==> src/rtl/enviar_fifo_ctrl.sv <==
// Bus-mapped command FIFO for the command sender: queues (code, byte) entries written
// over the J1 bus and issues them one at a time, with a guaranteed idle gap between them.
module enviar_fifo_ctrl #(
   parameter int DEPTH   = 16,
   parameter int GAP     = 25,
   parameter int TIMEOUT = 1000
) (
   input  logic        clk,
   input  logic        rst,
   input  logic        cs,
   input  logic [3:0]  addr,
   input  logic        wr,
   input  logic        rd,
   input  logic [15:0] d_in,
   output logic [15:0] d_out,
   output logic        start,
   output logic [7:0]  datos,
   output logic [7:0]  comm_in,
   input  logic        bussy_e
);

   localparam int AW   = $clog2(DEPTH);
   localparam int CW   = AW + 1;
   localparam int TMAX = (TIMEOUT > GAP) ? TIMEOUT : GAP;
   localparam int TW   = $clog2(TMAX + 1);

   localparam logic [3:0] ADDR_DATA = 4'h0;
   localparam logic [3:0] ADDR_STAT = 4'h2;
   localparam logic [3:0] ADDR_CTRL = 4'h4;

   typedef enum logic [2:0] {S_IDLE, S_LOAD, S_REQ, S_BUSY, S_GAP} state_t;

   state_t        state, state_nx;
   logic [11:0]   mem [DEPTH];
   logic [AW-1:0] wr_ptr, rd_ptr;
   logic [CW-1:0] count;
   logic [TW-1:0] timer;
   logic          empty, full, active;
   logic          ovf, badcode, tmo;
   logic          push_req, push_ok, pop, flush, clr_flags, code_bad;
   logic          load, tmo_set, start_nx;
   logic [15:0]   status;
   logic          unused_bits;

   // ---------------------------------------------------------------- bus decode
   assign push_req  = cs && wr && (addr == ADDR_DATA);
   assign flush     = cs && wr && (addr == ADDR_CTRL) && d_in[1];
   assign clr_flags = cs && wr && (addr == ADDR_CTRL) && d_in[0];
   assign code_bad  = (d_in[11:8] > 4'd9);
   assign unused_bits = ^d_in[15:12];

   assign empty  = (count == '0);
   assign full   = (count == CW'(DEPTH));
   assign active = (state != S_IDLE);

   // A pop frees a slot in the same edge, so a push into a full FIFO still lands.
   assign pop     = load && !empty;
   assign push_ok = push_req && !flush && !code_bad && (!full || pop);

   assign status = {2'b00, tmo, badcode, ovf, active, full, empty, 1'b0, 7'(count)};

   // ---------------------------------------------------------------- FIFO storage
   // NOTE: sequential state uses non-blocking (<=) so every register samples pre-edge values.
   always_ff @(posedge clk or negedge rst) begin
      if (!rst) begin
         wr_ptr <= '0;
         rd_ptr <= '0;
         count  <= '0;
      end else if (flush) begin
         wr_ptr <= '0;
         rd_ptr <= '0;
         count  <= '0;
      end else begin
         if (push_ok) wr_ptr <= wr_ptr + AW'(1);
         if (pop)     rd_ptr <= rd_ptr + AW'(1);
         case ({push_ok, pop})
            2'b10:   count <= count + CW'(1);
            2'b01:   count <= count - CW'(1);
            default: count <= count;
         endcase
      end
   end

   // NOTE: the storage array has no reset; validity is tracked by the pointers and count alone.
   always_ff @(posedge clk) begin
      if (push_ok) mem[wr_ptr] <= d_in[11:0];
   end

   // ---------------------------------------------------------------- sticky flags
   always_ff @(posedge clk or negedge rst) begin
      if (!rst) begin
         ovf     <= 1'b0;
         badcode <= 1'b0;
         tmo     <= 1'b0;
      end else begin
         if (clr_flags) begin
            ovf     <= 1'b0;
            badcode <= 1'b0;
            tmo     <= 1'b0;
         end
         if (push_req && !flush && code_bad)                   badcode <= 1'b1;
         if (push_req && !flush && !code_bad && full && !pop) ovf     <= 1'b1;
         if (tmo_set)                                          tmo     <= 1'b1;
      end
   end

   // ---------------------------------------------------------------- sequencer
   always_ff @(posedge clk or negedge rst) begin
      if (!rst) state <= S_IDLE;
      else      state <= state_nx;
   end

   // NOTE: every always_comb output gets a default first so no path infers a latch.
   always_comb begin
      state_nx = state;
      unique case (state)
         S_IDLE: if (!empty) state_nx = S_LOAD;
         S_LOAD: state_nx = empty ? S_IDLE : S_REQ;  // entry flushed under us: nothing to send
         S_REQ: begin
            if (bussy_e)                           state_nx = S_BUSY;
            else if (timer == TW'(TIMEOUT - 1))    state_nx = S_GAP;
         end
         S_BUSY: if (!bussy_e) state_nx = S_GAP;
         S_GAP:  if (timer == TW'(GAP - 1)) state_nx = S_IDLE;
         default: state_nx = S_IDLE;
      endcase
   end

   always_comb begin
      load     = (state == S_LOAD);
      tmo_set  = (state == S_REQ) && (state_nx == S_GAP);
      start_nx = (state_nx == S_REQ) || (state_nx == S_BUSY);
   end

   // One shared timer: counts REQ cycles for the timeout and GAP cycles for the spacing.
   always_ff @(posedge clk or negedge rst) begin
      if (!rst)                                   timer <= '0;
      else if (state_nx != state)                 timer <= '0;
      else if (state == S_REQ || state == S_GAP)  timer <= timer + TW'(1);
   end

   always_ff @(posedge clk or negedge rst) begin
      if (!rst) start <= 1'b0;
      else      start <= start_nx;
   end

   // Payload registers hold the popped entry until the next pop.
   always_ff @(posedge clk or negedge rst) begin
      if (!rst) begin
         comm_in <= '0;
         datos   <= '0;
      end else if (pop) begin
         comm_in <= {4'h0, mem[rd_ptr][11:8]};
         datos   <= mem[rd_ptr][7:0];
      end
   end

   // ---------------------------------------------------------------- read port
   always_ff @(posedge clk or negedge rst) begin
      if (!rst)           d_out <= '0;
      else if (cs && rd)  d_out <= (addr == ADDR_STAT) ? status : 16'h0000;
   end

endmodule

==> config.mk <==
export PLATFORM = sky130hd
export DESIGN_NAME = enviar_fifo_ctrl
export DESIGN_NICKNAME = d
export VERILOG_FILES = /design/src/rtl/enviar_fifo_ctrl.sv
export SDC_FILE = /design/constraint.sdc
export NUM_CORES = 1
export LEC_CHECK = 0
export BUFFER_PORTS_ARGS = -buffer_cell sky130_fd_sc_hd__buf_2
export CORE_ASPECT_RATIO = 1.4
export CORE_MARGIN = 8
export CORE_UTILIZATION = 50
export CTS_CLUSTER_SIZE = 12
export DETAILED_ROUTE_END_ITERATION = 16
export PLACE_DENSITY = 0.63
export SKIP_CTS_REPAIR_TIMING = 1
export SYNTH_ARGS = -nofsm -noshare
export SYNTH_HDL_FRONTEND = slang
export SYNTH_SLANG_ARGS = --single-unit
==> constraint.sdc <==
create_clock -name clk -period 4.8 [get_ports clk]
set_input_delay 0.72 -clock clk [delete_from_list [all_inputs] [get_ports clk]]
set_output_delay 0.72 -clock clk [all_outputs]
set_load 0.005 [all_outputs]
; Word-level counts from Yosys, hierarchy flattened
; Memory sizes are Yosys's and may differ from the RTL's. A register that Yosys moved wholly into a read port is not among the register bits.
; Cells that the tools add are included.
[word_totals]
register_bits = 46
mem_bits_rw = 192
inputBits = 26
word_cells = 88
mem_count = 1
[mem_list]
columns = name, depth, word_bits, rd, rd_ports_with_merged_regs, write_ports, line_no
row1 = mem, 16, 12, 1, 1, 1, 34  ; logic [11:0] mem [DEPTH];
[classes]
addsub = 5
n_lt_le_gt_ge = 1
n_eq_ne = 15
mux = 22
reduce_logical = 34
[ops]
columns = op, n
row1 = $mux W10, 2
row2 = $mux W4, 4
row3 = $mux W3, 5
row4 = $pmux W3 S5, 1
row5 = $logic_and A1 B1 Y1, 14
row6 = $mux W14, 1
row7 = $eq A3 B2 Y1 const B, 4
row8 = $reduce_bool A2 Y1, 6
row9 = $add A10 B1 Y10 const B, 1
row10 = $eq A10 B10 Y1 const B, 1
row11 = $eq A10 B5 Y1 const B, 1
row12 = $pmux W5 S2, 1
row13 = $add A4 B1 Y4 const B, 2
row14 = $eq A3 B3 Y1 const B, 2
row15 = $logic_not A1 Y1, 6
row16 = $mux W1, 6
row17 = $reduce_bool A3 Y1, 2
row18 = $add A5 B1 Y5 const B, 1
row19 = $eq A5 B5 Y1 const B, 1
row20 = $logic_not A5 Y1, 1
row21 = $mux W5, 1
row22 = $sub A5 B1 Y5 const B, 1
row23 = $eq A4 B2 Y1 const B, 1
row24 = $eq A4 B3 Y1 const B, 1
row25 = other kinds (9), 11

; Depth between registers and ports, before layout
[depth]
ltp_word = 10
depth_mapped = 10
ltp_nobuf = 9

; Worst setup path after synthesis
; No wires, ideal clock.
[synth_path]
path_kind = input to register
start = input port addr[0]
end = register count[2]
setup_ps = 78
arrival_time_ps = 2664
path_slack_ps = 2058
path_stages = 8
n_path_buf = 0
path_cell_list = or3_1 > nor3_4 > nor2_1 > xnor2_1 > ha_1 > or4_1 > a21o_1 > a21oi_1
[synth_via]
elab_chain_len = 10
[synth_rtl]
columns = element, line_no
row1 = start: declaration, 11  ; input logic [3:0] addr,
row2 = $eq A4 B3 Y1, 47  ; assign flush = cs && wr && (addr == ADDR_CTRL) && d_in[1];
row3 = $logic_and A1 B1 Y1 (2 in a row), 47
row4 = $logic_not A1 Y1, 58  ; assign push_ok = push_req && !flush && !code_bad && (!full || pop);
row5 = $logic_and A1 B1 Y1 (3 in a row), 58
row6 = $eq A2 B1 Y1 / $eq A2 B2 Y1 (equally long branches), 76  ; case ({push_ok, pop})
row7 = $pmux W5 S2, 76
row8 = $mux W5, 69  ; end else if (flush) begin
row9 = end signal: assignment, 77  ; 2'b10: count <= count + CW'(1);
row10 = end signal: assignment, 78  ; 2'b01: count <= count - CW'(1);
row11 = end signal: assignment, 79  ; default: count <= count;
row12 = end: declaration, 36  ; logic [CW-1:0] count;
; Parallel ways exist; a longest one is shown, timed or not.
; A chain may end at the register's enable or synchronous reset.

; Final worst setup path
[layout_path]
start = register state[0]
end = memory mem[10][4] (enable)
[layout_via]
elab_chain_len = 6
[layout_rtl]
columns = element, line_no
row1 = start: declaration, 33  ; state_t state, state_nx;
row2 = start signal: assignment, 110  ; else state <= state_nx;
row3 = $eq A3 B1 Y1, 130  ; load = (state == S_LOAD);
row4 = $logic_and A1 B1 Y1, 57  ; assign pop = load && !empty;
row5 = $logic_or A1 B1 Y1, 58
row6 = $logic_and A1 B1 Y1, 58
row7 = $mux W1, 86  ; if (push_ok) mem[wr_ptr] <= d_in[11:0];
row8 = $mux W1 (not written as such), 86
row9 = end: declaration, 34
; No other way between the ends.

==> summary.md <==
| Metric | Value |
|---|---|
| Clk_skew | `8.720 ps` |
| Leakage | `4.025 nW` |
| CTS tree | `yes` |
| Seq cells post-synth | `245` |
| Total track usage | `16.60%` |
| Synth Instances | `547` |
| Critical-path cell with the highest stage delay | `and2_1` |
| Initial Util | `50.44%` |
| Placed insts | `822` |
| Syn. warnings | `0` |
| Ys async rst share | `21.63%` |
| Max-cap violations | `0` |
| Placer Congestion | `0.8495` |
| Residual DRC | `0` |
| CP delay by family, top | `simple AND/OR/NAND/NOR gates` |
| PwrDens | `517.8 nW/um^2` |
| Fin worst setup slack | `1805 ps` |
| Crit path largest cell delay | `710 ps` |
| Drt first pass iters | `4` |
| Ys flop type | `edfxtp_1` |
| Root Buffer | `clkbuf_16` |
| Psw | `1.637 mW` |
| Layout cells sized above 1 | `20.59%` |
| Clock Sinks | `245` |
| Most frequent cells in the layout | `192 x edfxtp_1, 51 x dfrtp_1, 45 x buf_2, 34 x mux4_1, 26 x mux4_2` |
| Initial antenna violation count | `0` |
| WP data arrival | `3130 ps` |
| Fillers | `1,592` |
| # H-tree levels | `1` |
| Count of different cell masters after synthesis | `56` |
| Largest net degree at the start of global routing | `54` |
| Clk pin slew, worst setup/hold paths | `60 ps` |
| Pint | `4.245 mW` |
| Clk pwr share | `29.7%` |
| Sequential fraction of design power | `46.7%` |
| CP endpoint kind | `flop` |
| Die Area | `25,410 sq um` |
| Inserted Clock Buffers | `25` |
| Final Setup Violations | `0` |
| Fin. Hold Viols | `0` |
| Worst-Skew Late Latency | `510 ps` |
| Die Y | `185.4 um` |
| Worst Tran Pin Value | `1245 ps` |
| IO Port Bufs | `45` |
| Area growth from synthesis to layout | `10.80%` |
| Combinational fraction of design power | `23.5%` |
| Core area | `20,320 sq um` |
| Final WL | `20,450 um` |
| Detailed Place HPWL | `12,600 um` |
| Via-to-Cell Ratio | `5.884` |
| Final worst-path cycle share | `62.40%` |
| Place WS | `1517 ps` |
| Mapped Area | `10,250 sq um` |
| Switching Share | `27.84%` |
| Vias post-DR | `5,107` |
| CP cell instances | `or3b_2 > nand3_1 > nand2_1 > nor3b_1 > and2_1` |
| Row count | `62` |
| CP startpoint kind | `flop` |
| Crit path time final | `2995 ps` |
| Worst EP required | `4930 ps` |
| Relative slew margins | `17.00%` |
| Post-DRT Antenna Nets | `0` |
| Setup TNS | `0 ps` |
| Overflow after GRT | `0` |
| Vias in the first global route | `5,562` |
| First-pass GRT wire length | `31,840 um` |
| Outcome | `complete, no violations` |
| VDD IR max | `0.2558 mV` |
| Setup CP Type | `flop to flop` |
| EDFF count, synth | `192` |
| Post-Syn Area per Cell | `18.74 sq um` |
| HP Class | `input pin to asynchronous set/reset pin` |
| Routed WL per cell | `23.56 um` |
| CP Buf/Inv Count | `0` |
| Sequential cell area fraction in the yosys report | `69.17%` |
| Ant diodes | `0` |
| Worst R2R Setup Slack | `1800 ps` |
| Clock buffer depth | `3` |
| Total I/O pin count | `59` |
| RSZ-0062 raised after global routing | `false` |
| Crit-path max FO | `13` |
| Die width | `137.0 um` |
| Slew Limit Fails | `0` |
| Nets | `628` |
| Initial DRC count | `182` |
| Most common cell after layout, fill and taps aside | `edfxtp_1` |
| Fmax | `333.9 MHz` |
| Final non-filler cell total | `868` |
[flip-flops by register name, summed over array words and instances (netlist names)]
register,flops
badcode,1
comm_in,4
count,5
d_out,11
datos,8
mem,192
ovf,1
rd_ptr,4
start,1
state,3
timer,10
tmo,1
wr_ptr,4
[worst reg2reg max path, cell delays in order, from the launching register on]
cell	delay (ps)
dfrtp_1	580
or3b_2	560
nand3_1	200
nand2_1	160
nor3b_1	400
and2_1	710
[cell type report]
class	instances	area (sq um)	share of cell area [%]
sequential	245	7094	62.45
multi-input combinational	265	2933	25.82
clock buffer	43	713.2	6.278
tap	256	320.3	2.820
timing repair buffer	48	247.7	2.181
inverter	8	30.03	0.2643
clock inverter	3	21.27	0.1872
[synthesized netlist by cell type, types with 2 or more instances]
master     count  area share [%]
mux2_2         5            0.55
and3b_1        2            0.17
and3_1         4            0.24
mux2_4         8             1.2
nor2_1        23            0.84
buf_6          5            0.55
xor2_1         7            0.60
nor2b_1        2            0.12
nand4_1        5            0.31
inv_1          8            0.29
a32o_1         5            0.49
nand2_1       17            0.62
o2111ai_1      2            0.17
mux4_1        34             8.7
nor3_1         7            0.34
a22o_1         9            0.77
o311ai_0       2            0.17
o21ai_0        9            0.44
mux4_2        26             5.7
clkbuf_1      15            0.55
a21boi_0       3            0.22
nand3_1       12            0.59
a21oi_1       10            0.49
nor4_1         2            0.12
xnor2_1       10            0.85
and2_1        12            0.73
ha_1           9             1.1
dfrtp_1       53              13
buf_2          5            0.24
nor3b_1        2            0.15
edfxtp_1     192              56
buf_4         10            0.73
nand2b_1       2            0.12
and4_1         5            0.43
or4_1          2            0.15
or3_1          3            0.18
[layer usage]
metal | share of wire (%) | global-route usage (%)
met5 | 0 | 0
met4 | 2.4 | 5.275
met3 | 4.3 | 2.552
met2 | 54 | 29.84
met1 | 40 | 19.90
[final timing paths]
check                                      startpoint                      to  depth (start not counted)
worst max-delay path               state[0]$_DFF_PN0_    mem[10][4]$_DFFE_PP_                          5
worst min register to register  d_out[10]$_DFFE_PN0P_   d_out[10]$_DFFE_PN0P_                          2
worst max register to register     state[0]$_DFF_PN0_    mem[10][4]$_DFFE_PP_                          5
max in group asynchronous                         rst   rd_ptr[1]$_DFFE_PN0P_                          2
min in group clk                d_out[10]$_DFFE_PN0P_   d_out[10]$_DFFE_PN0P_                          2
worst min-delay path                              rst  comm_in[3]$_DFFE_PN0N_                          2
[power by group through the flow]
stage,Sequential (mW),Combinational (mW),Clock (mW)
global placement,2.78,1.36,0
CTS,2.75,1.41,1.79
finish,2.75,1.38,1.75
global route,2.79,1.50,1.87
floorplan,2.55,1.29,0
detailed placement,2.80,1.40,0
[cell families (layout without fill, tap and decap cells)]
group,count (synthesis),in the layout,share of synthesized area (%)
buffers and inverters,45,102,2.550
XOR/XNOR,17,17,1.452
multiplexers,73,73,16.15
AO/OA/AOI/OAI,49,49,3.527
other,1,9,0.03658
flip-flops,245,245,69.17
AND/OR/NAND/NOR,108,108,6.016
adder cells (fa/ha/maj),9,9,1.098
[stage by stage]
step                      instance area (sq um)  util (%)  hold WS (ps)  total power, mW
final                                     11360     55.89         355.7            5.882
after detailed placement                  10630     52.28         480.6            4.200
after CTS                                 11360     55.89         374.5            5.952
after global routing                      11360     55.89         426.6            6.156
after floorplan                           10280         -         424.4            3.836
after global placement                    10630     52.28         456.6            4.146
Power figures use the tool's default switching activity.
